==> config.mk <==
export PLATFORM = sky130hd
export DESIGN_NAME = alu_pipe
export DESIGN_NICKNAME = d
export VERILOG_FILES = /design/src/rtl/alu_pipe.sv
export SDC_FILE = /design/constraint.sdc
export NUM_CORES = 1
export LEC_CHECK = 0
export BUFFER_PORTS_ARGS = -buffer_cell sky130_fd_sc_hd__buf_2
export CELL_PAD_IN_SITES_DETAIL_PLACEMENT = 0
export CELL_PAD_IN_SITES_GLOBAL_PLACEMENT = 1
export CORE_ASPECT_RATIO = 0.5
export CORE_MARGIN = 2
export CORE_UTILIZATION = 38
export DETAILED_ROUTE_END_ITERATION = 16
export PLACE_DENSITY_LB_ADDON = 0.15
export SYNTH_ARGS = -nofsm -noshare
export SYNTH_HDL_FRONTEND = slang
export SYNTH_SLANG_ARGS = --single-unit
==> constraint.sdc <==
create_clock -name clk -period 2 [get_ports clk]
set_clock_uncertainty 0.2 [all_clocks]
set_input_delay 0.3 -clock clk [delete_from_list [all_inputs] [get_ports clk]]
set_output_delay 0.3 -clock clk [all_outputs]
set_load 0.02 [all_outputs]
==> src/rtl/alu_pipe.sv <==
// ============================================================================
// Module      : alu_pipe
// Description : Two-stage pipelined ALU with valid/ready handshakes. Stage 1
//               registers preprocessed adder operands; stage 2 forms the
//               result and Z/N/C/V flags. Optional macro ALU_PIPE_SAT_EN
//               clamps signed overflow on NEG/ADD/INC/SUB.
// Revision    : 1.0 - initial release
// ============================================================================
`default_nettype none

module alu_pipe #(
    parameter int WIDTH = 4
) (
    input  logic             clk,
    input  logic             rst_n,
    input  logic [WIDTH-1:0] A,
    input  logic [WIDTH-1:0] B,
    input  logic [2:0]       Op,
    input  logic             in_valid,
    output logic             in_ready,
    output logic [WIDTH-1:0] R,
    output logic             Z,
    output logic             N,
    output logic             C,
    output logic             V,
    output logic             out_valid,
    input  logic             out_ready
);

    localparam logic [2:0] c_op_pass = 3'b000;
    localparam logic [2:0] c_op_neg  = 3'b001;
    localparam logic [2:0] c_op_add  = 3'b010;
    localparam logic [2:0] c_op_inc  = 3'b011;
    localparam logic [2:0] c_op_sub  = 3'b100;
    localparam logic [2:0] c_op_and  = 3'b101;
    localparam logic [2:0] c_op_or   = 3'b110;

    localparam logic [1:0] c_lsel_arith = 2'b00;
    localparam logic [1:0] c_lsel_and   = 2'b01;
    localparam logic [1:0] c_lsel_or    = 2'b10;
    localparam logic [1:0] c_lsel_xor   = 2'b11;

    // Stage 1 state
    logic             r_s1_valid;
    logic [WIDTH-1:0] r_s1_amod;
    logic [WIDTH-1:0] r_s1_bmod;
    logic             r_s1_cin;
    logic [1:0]       r_s1_lsel;
    logic             r_s1_ovf_en;

    // Stage 2 state
    logic             r_s2_valid;
    logic [WIDTH-1:0] r_result;
    logic             r_z;
    logic             r_n;
    logic             r_c;
    logic             r_v;

    // Operand preprocessing
    logic [WIDTH-1:0] w_amod;
    logic [WIDTH-1:0] w_bmod;
    logic             w_cin;
    logic [1:0]       w_lsel;
    logic             w_ovf_en;

    // Stage 2 datapath
    logic [WIDTH:0]   w_sum;
    logic             w_carry;
    logic             w_ovf;
    logic [WIDTH-1:0] w_arith;
    logic [WIDTH-1:0] w_res;
    logic             w_c;
    logic             w_v;

    // Handshake control
    logic             w_s2_load;
    logic             w_s1_load;

    // Stage 2 accepts new data when empty or when its result is being taken;
    // stage 1 drains into stage 2 on exactly the same condition.
    assign w_s2_load = ~r_s2_valid | out_ready;
    assign in_ready  = ~r_s1_valid | w_s2_load;
    assign w_s1_load = in_valid & in_ready;

    always_comb begin
        w_amod   = A;
        w_bmod   = B;
        w_cin    = 1'b0;
        w_lsel   = c_lsel_arith;
        w_ovf_en = 1'b0;
        case (Op)
            c_op_pass: begin
                w_amod = '0;
                w_bmod = A;
            end
            c_op_neg: begin
                w_amod   = '0;
                w_bmod   = ~A;
                w_cin    = 1'b1;
                w_ovf_en = 1'b1;
            end
            c_op_add: begin
                w_ovf_en = 1'b1;
            end
            c_op_inc: begin
                w_bmod   = '0;
                w_cin    = 1'b1;
                w_ovf_en = 1'b1;
            end
            c_op_sub: begin
                w_bmod   = ~B;
                w_cin    = 1'b1;
                w_ovf_en = 1'b1;
            end
            c_op_and: w_lsel = c_lsel_and;
            c_op_or:  w_lsel = c_lsel_or;
            default:  w_lsel = c_lsel_xor;
        endcase
    end

    always_ff @(posedge clk or negedge rst_n) begin
        if (!rst_n) begin
            r_s1_valid  <= 1'b0;
            r_s1_amod   <= '0;
            r_s1_bmod   <= '0;
            r_s1_cin    <= 1'b0;
            r_s1_lsel   <= c_lsel_arith;
            r_s1_ovf_en <= 1'b0;
        end else if (in_ready) begin
            r_s1_valid <= in_valid;
            if (w_s1_load) begin
                r_s1_amod   <= w_amod;
                r_s1_bmod   <= w_bmod;
                r_s1_cin    <= w_cin;
                r_s1_lsel   <= w_lsel;
                r_s1_ovf_en <= w_ovf_en;
            end
        end
    end

    assign w_sum   = {1'b0, r_s1_amod} + {1'b0, r_s1_bmod} + {{WIDTH{1'b0}}, r_s1_cin};
    assign w_carry = w_sum[WIDTH];
    // Overflow when both adder inputs share a sign the sum does not.
    assign w_ovf   = r_s1_ovf_en & (r_s1_amod[WIDTH-1] == r_s1_bmod[WIDTH-1])
                                 & (w_sum[WIDTH-1] != r_s1_amod[WIDTH-1]);

`ifdef ALU_PIPE_SAT_EN
    localparam logic [WIDTH-1:0] c_smax = {1'b0, {(WIDTH-1){1'b1}}};
    localparam logic [WIDTH-1:0] c_smin = {1'b1, {(WIDTH-1){1'b0}}};

    // The overflow direction follows the common sign of the adder inputs.
    assign w_arith = w_ovf ? (r_s1_amod[WIDTH-1] ? c_smin : c_smax) : w_sum[WIDTH-1:0];
`else
    assign w_arith = w_sum[WIDTH-1:0];
`endif

    always_comb begin
        w_res = w_arith;
        w_c   = w_carry;
        w_v   = w_ovf;
        case (r_s1_lsel)
            c_lsel_and: begin
                w_res = r_s1_amod & r_s1_bmod;
                w_c   = 1'b0;
                w_v   = 1'b0;
            end
            c_lsel_or: begin
                w_res = r_s1_amod | r_s1_bmod;
                w_c   = 1'b0;
                w_v   = 1'b0;
            end
            c_lsel_xor: begin
                w_res = r_s1_amod ^ r_s1_bmod;
                w_c   = 1'b0;
                w_v   = 1'b0;
            end
            default: ;
        endcase
    end

    always_ff @(posedge clk or negedge rst_n) begin
        if (!rst_n) begin
            r_s2_valid <= 1'b0;
            r_result   <= '0;
            r_z        <= 1'b0;
            r_n        <= 1'b0;
            r_c        <= 1'b0;
            r_v        <= 1'b0;
        end else if (w_s2_load) begin
            r_s2_valid <= r_s1_valid;
            if (r_s1_valid) begin
                r_result <= w_res;
                r_z      <= (w_res == '0);
                r_n      <= w_res[WIDTH-1];
                r_c      <= w_c;
                r_v      <= w_v;
            end
        end
    end

    assign out_valid = r_s2_valid;
    assign R         = r_result;
    assign Z         = r_z;
    assign N         = r_n;
    assign C         = r_c;
    assign V         = r_v;

endmodule

`default_nettype wire

==> metrics.txt <==
Distinct cells, synth=38; critical-path maximum fanout=2; Synth async-reset ratio=100%; violated checks=negative setup slack; most numerous cell in the Yosys netlist=nand2_1; RSZ-0062 raised after global routing=true; Congestion Overflow GR=0; Psw=0.000546 W; syn_nets=185; Setup WS post-layout=-169 ps; FILL cells=346; post-route ant nets=0; Iteration-0 DRC Markers=11; Final TNS setup=-442 ps; CTS sink cnt=21; initial core utilization=41.0%; Fin Hold WS=59.1 ps; DRC=0; final hold violations=0; ratio of cells with drive above 1 in the final layout=34.2%; Yosys warning total=0; overall routed net length=2890 um; Rel. slew slack=68.1%; delay-heaviest family, CP=adder cells; Synth Register Bits=21; Worst Setup SP=r_s1_bmod[0]; Die Span Y=47.7 um; Detailed Place HPWL=2310 um; CTS tree=built; Pwr Total=0.00148 W; row count=15; Max clock buf depth=2; share of the clock period used by the worst path=108%; register area share after synthesis=36.1%; area leader, netlist=dfrtp_1; Setup crit end kind=flop; root buffer cell=clkbuf_8; Setup Viol. Count Final=4; Layout area overhead=21.7%; mapped cell area=0.00145 mm2; Critical Path Slowest Stage Cell=mux4_2; via count=1,140; GP Congestion=0.766; CP Launch Type=flop; Worst-Margin Slew=479 ps; Clock H-tree levels=1; arrival time at the worst endpoint=2100 ps; largest net degree at the start of global routing=25; reg2reg start=r_s1_bmod[0]; Worst Hold Class=in2reg; Buf+Inv Stages, Crit Path=1; ant diodes=0; die width=91.5 um; detailed-route vias per instance=4.67; Max stage delay on crit path=480 ps; EDFF count, synth=0; I/O pin total=25; Place WS=-186 ps; Most used DFF post-synth=dfrtp_1; clk_lat worst skew=260 ps; Hold Startpoint=in_valid; via count of the first global-routing pass=1,042; antenna violations before repair=0; max_cap viols=0; sequential share of power=38.7%; Final min period=2170 ps; leak pwr=0.840 nW; logic gate share of total power=43.1%; Port Buffers=24; final count of pins violating max slew=0; TritonCTS buffer count=3; Post-synth top cells=nand2_1 (30), dfrtp_1 (21), o21ai_1 (18); clock power share=18.2%; Synth top area share=36.1%; internal power=0.000936 W; outcome=finished, violations left; DR WL/cell=11.8 um; critical path class=reg2reg; DRT Pass-1 Iters=4; first-pass GRT wire length=5080 um; WP data required=1930 ps; fin nets=219; Critical Path, Cell by Cell=inv_2 -> fa_2 -> fa_2 -> mux4_2 -> nand2_2 -> o41ai_2; clock-pin slew on the worst setup and hold paths=70 ps; Die Outline Area=0.00437 mm2; GRT Total Usage=15.3%; CORE AREA=0.00355 mm2; Cells after Synth=160; Critical Path Most Common Cell=fa_2; Sw Share=36.8%; Max Fclk=461 MHz; Power Density=837 mW/mm2; worst vdd ir=0.273 mV; Area contributors post-synth=dfrtp_1 (36%), nand2_1 (7.7%), ha_1 (6.9%), o21ai_1 (6.2%), inv_1 (3.6%); Avg Cell Area, Syn=9.09 um2
cell usage in the layout (no fill, tap or decap), types with 2 or more instances in the layout:
master and n:
nand2_1 29, buf_2 24, dfrtp_1 21, o21ai_1 18
buf_4 13, inv_1 12, ha_1 8, nand2b_1 5
inv_2 4, o211ai_2 4, a21oi_1 4, nor2b_1 4
nor2_1 3, clkbuf_8 3, nand3b_1 2, and2_1 2
a211oi_1 2, o31ai_1 2, mux2_1 2, mux4_2 2
o31a_1 2, o211ai_1 2, a31oi_2 2, o41ai_2 2
fa_2 2
per-stage QoR:
stage | cell area (um2) | util (%) | std cells
floorplan | 1460 | - | 160
global placement | 1660 | 46.9 | 236
detailed placement | 1660 | 46.9 | 236
CTS | 1750 | 49.5 | 242
global route | 1770 | 49.9 | 244
finish | 1770 | 49.9 | 244
worst reg2reg max path: cells and delay by family, from the launching register on:
family	cells	cell delay, ps
buffers and inverters	1	50
multiplexers	1	480
adder cells (fa/ha/maj)	2	800
AO/OA/AOI/OAI	1	60
flip-flops	1	360
AND/OR/NAND/NOR	1	90
per-layer routing:
layer | wire length [um] | global-route usage (%) | up-vias | share of wire (%)
li1 | - | - | 601 | -
met3 | 137 | 3.78 | 2 | 4.7
met4 | 19 | 3.64 | 0 | 0.66
met5 | 0 | 0 | - | 0
met1 | 1620 | 22.1 | 509 | 56
met2 | 1100 | 23.7 | 28 | 38
power groups by stage:
stage / Combinational (W) / Clock, W / Sequential (W)
5_1_grt: 0.000712 / 0.000297 / 0.000590
4_1_cts: 0.000639 / 0.000283 / 0.000576
3_3_place_gp: 0.000589 / 0 / 0.000580
3_5_place_dp: 0.000602 / 0 / 0.000584
2_1_floorplan: 0.000371 / 0 / 0.000630
6_report: 0.000638 / 0.000269 / 0.000574
cell families after synthesis:
| family | share of synthesized area (%) |
|---|---|
| compound gates | 21.5 |
| buf+inv | 8.43 |
| fa+ha+maj | 9.64 |
| mux | 5.34 |
| simple gates | 18.3 |
| xor+xnor | 0.603 |
| flops | 36.1 |
timing repair:
action	4_1_cts	5_1_grt
pin swaps	4	4
buffers inserted	1	2
hold endpoints to repair	21	0
endpoints found under the setup margin	4	5
hold buffers	1	0
gates resized for setup	7	0
flip-flops by register name, indices dropped and copies added (netlist names):
signal	cells
Z	1
r_s1_amod	4
C	1
R	4
r_s1_lsel	2
r_s1_cin	1
r_s1_bmod	4
r_s1_ovf_en	1
V	1
out_valid	1
r_s1_valid	1
final timing paths:
kind | to | slack (ps) | depth (start not counted)
setup / recovery | Z | -170 | 6
hold / removal | r_s1_valid | 60 | 2
setup reg to reg | Z | -170 | 6
hold reg to reg | R[0] | 280 | 2
max in group asynchronous | R[2] | 940 | 2
min in group asynchronous | r_s1_lsel[1] | 330 | 2
final cells by class:
type                    instances  area, um2  area share [%]
inverters                      16       60.1            3.39
clock buffers                   3       41.3            2.33
clock inverters                 1       5.00           0.283
flip-flops and latches         21        526            29.7
multi-input cells             113        835            47.2
repair buffers                 39        239            13.5
well taps                      51       63.8            3.61
Note: power is estimated with default switching activity, not from simulation.
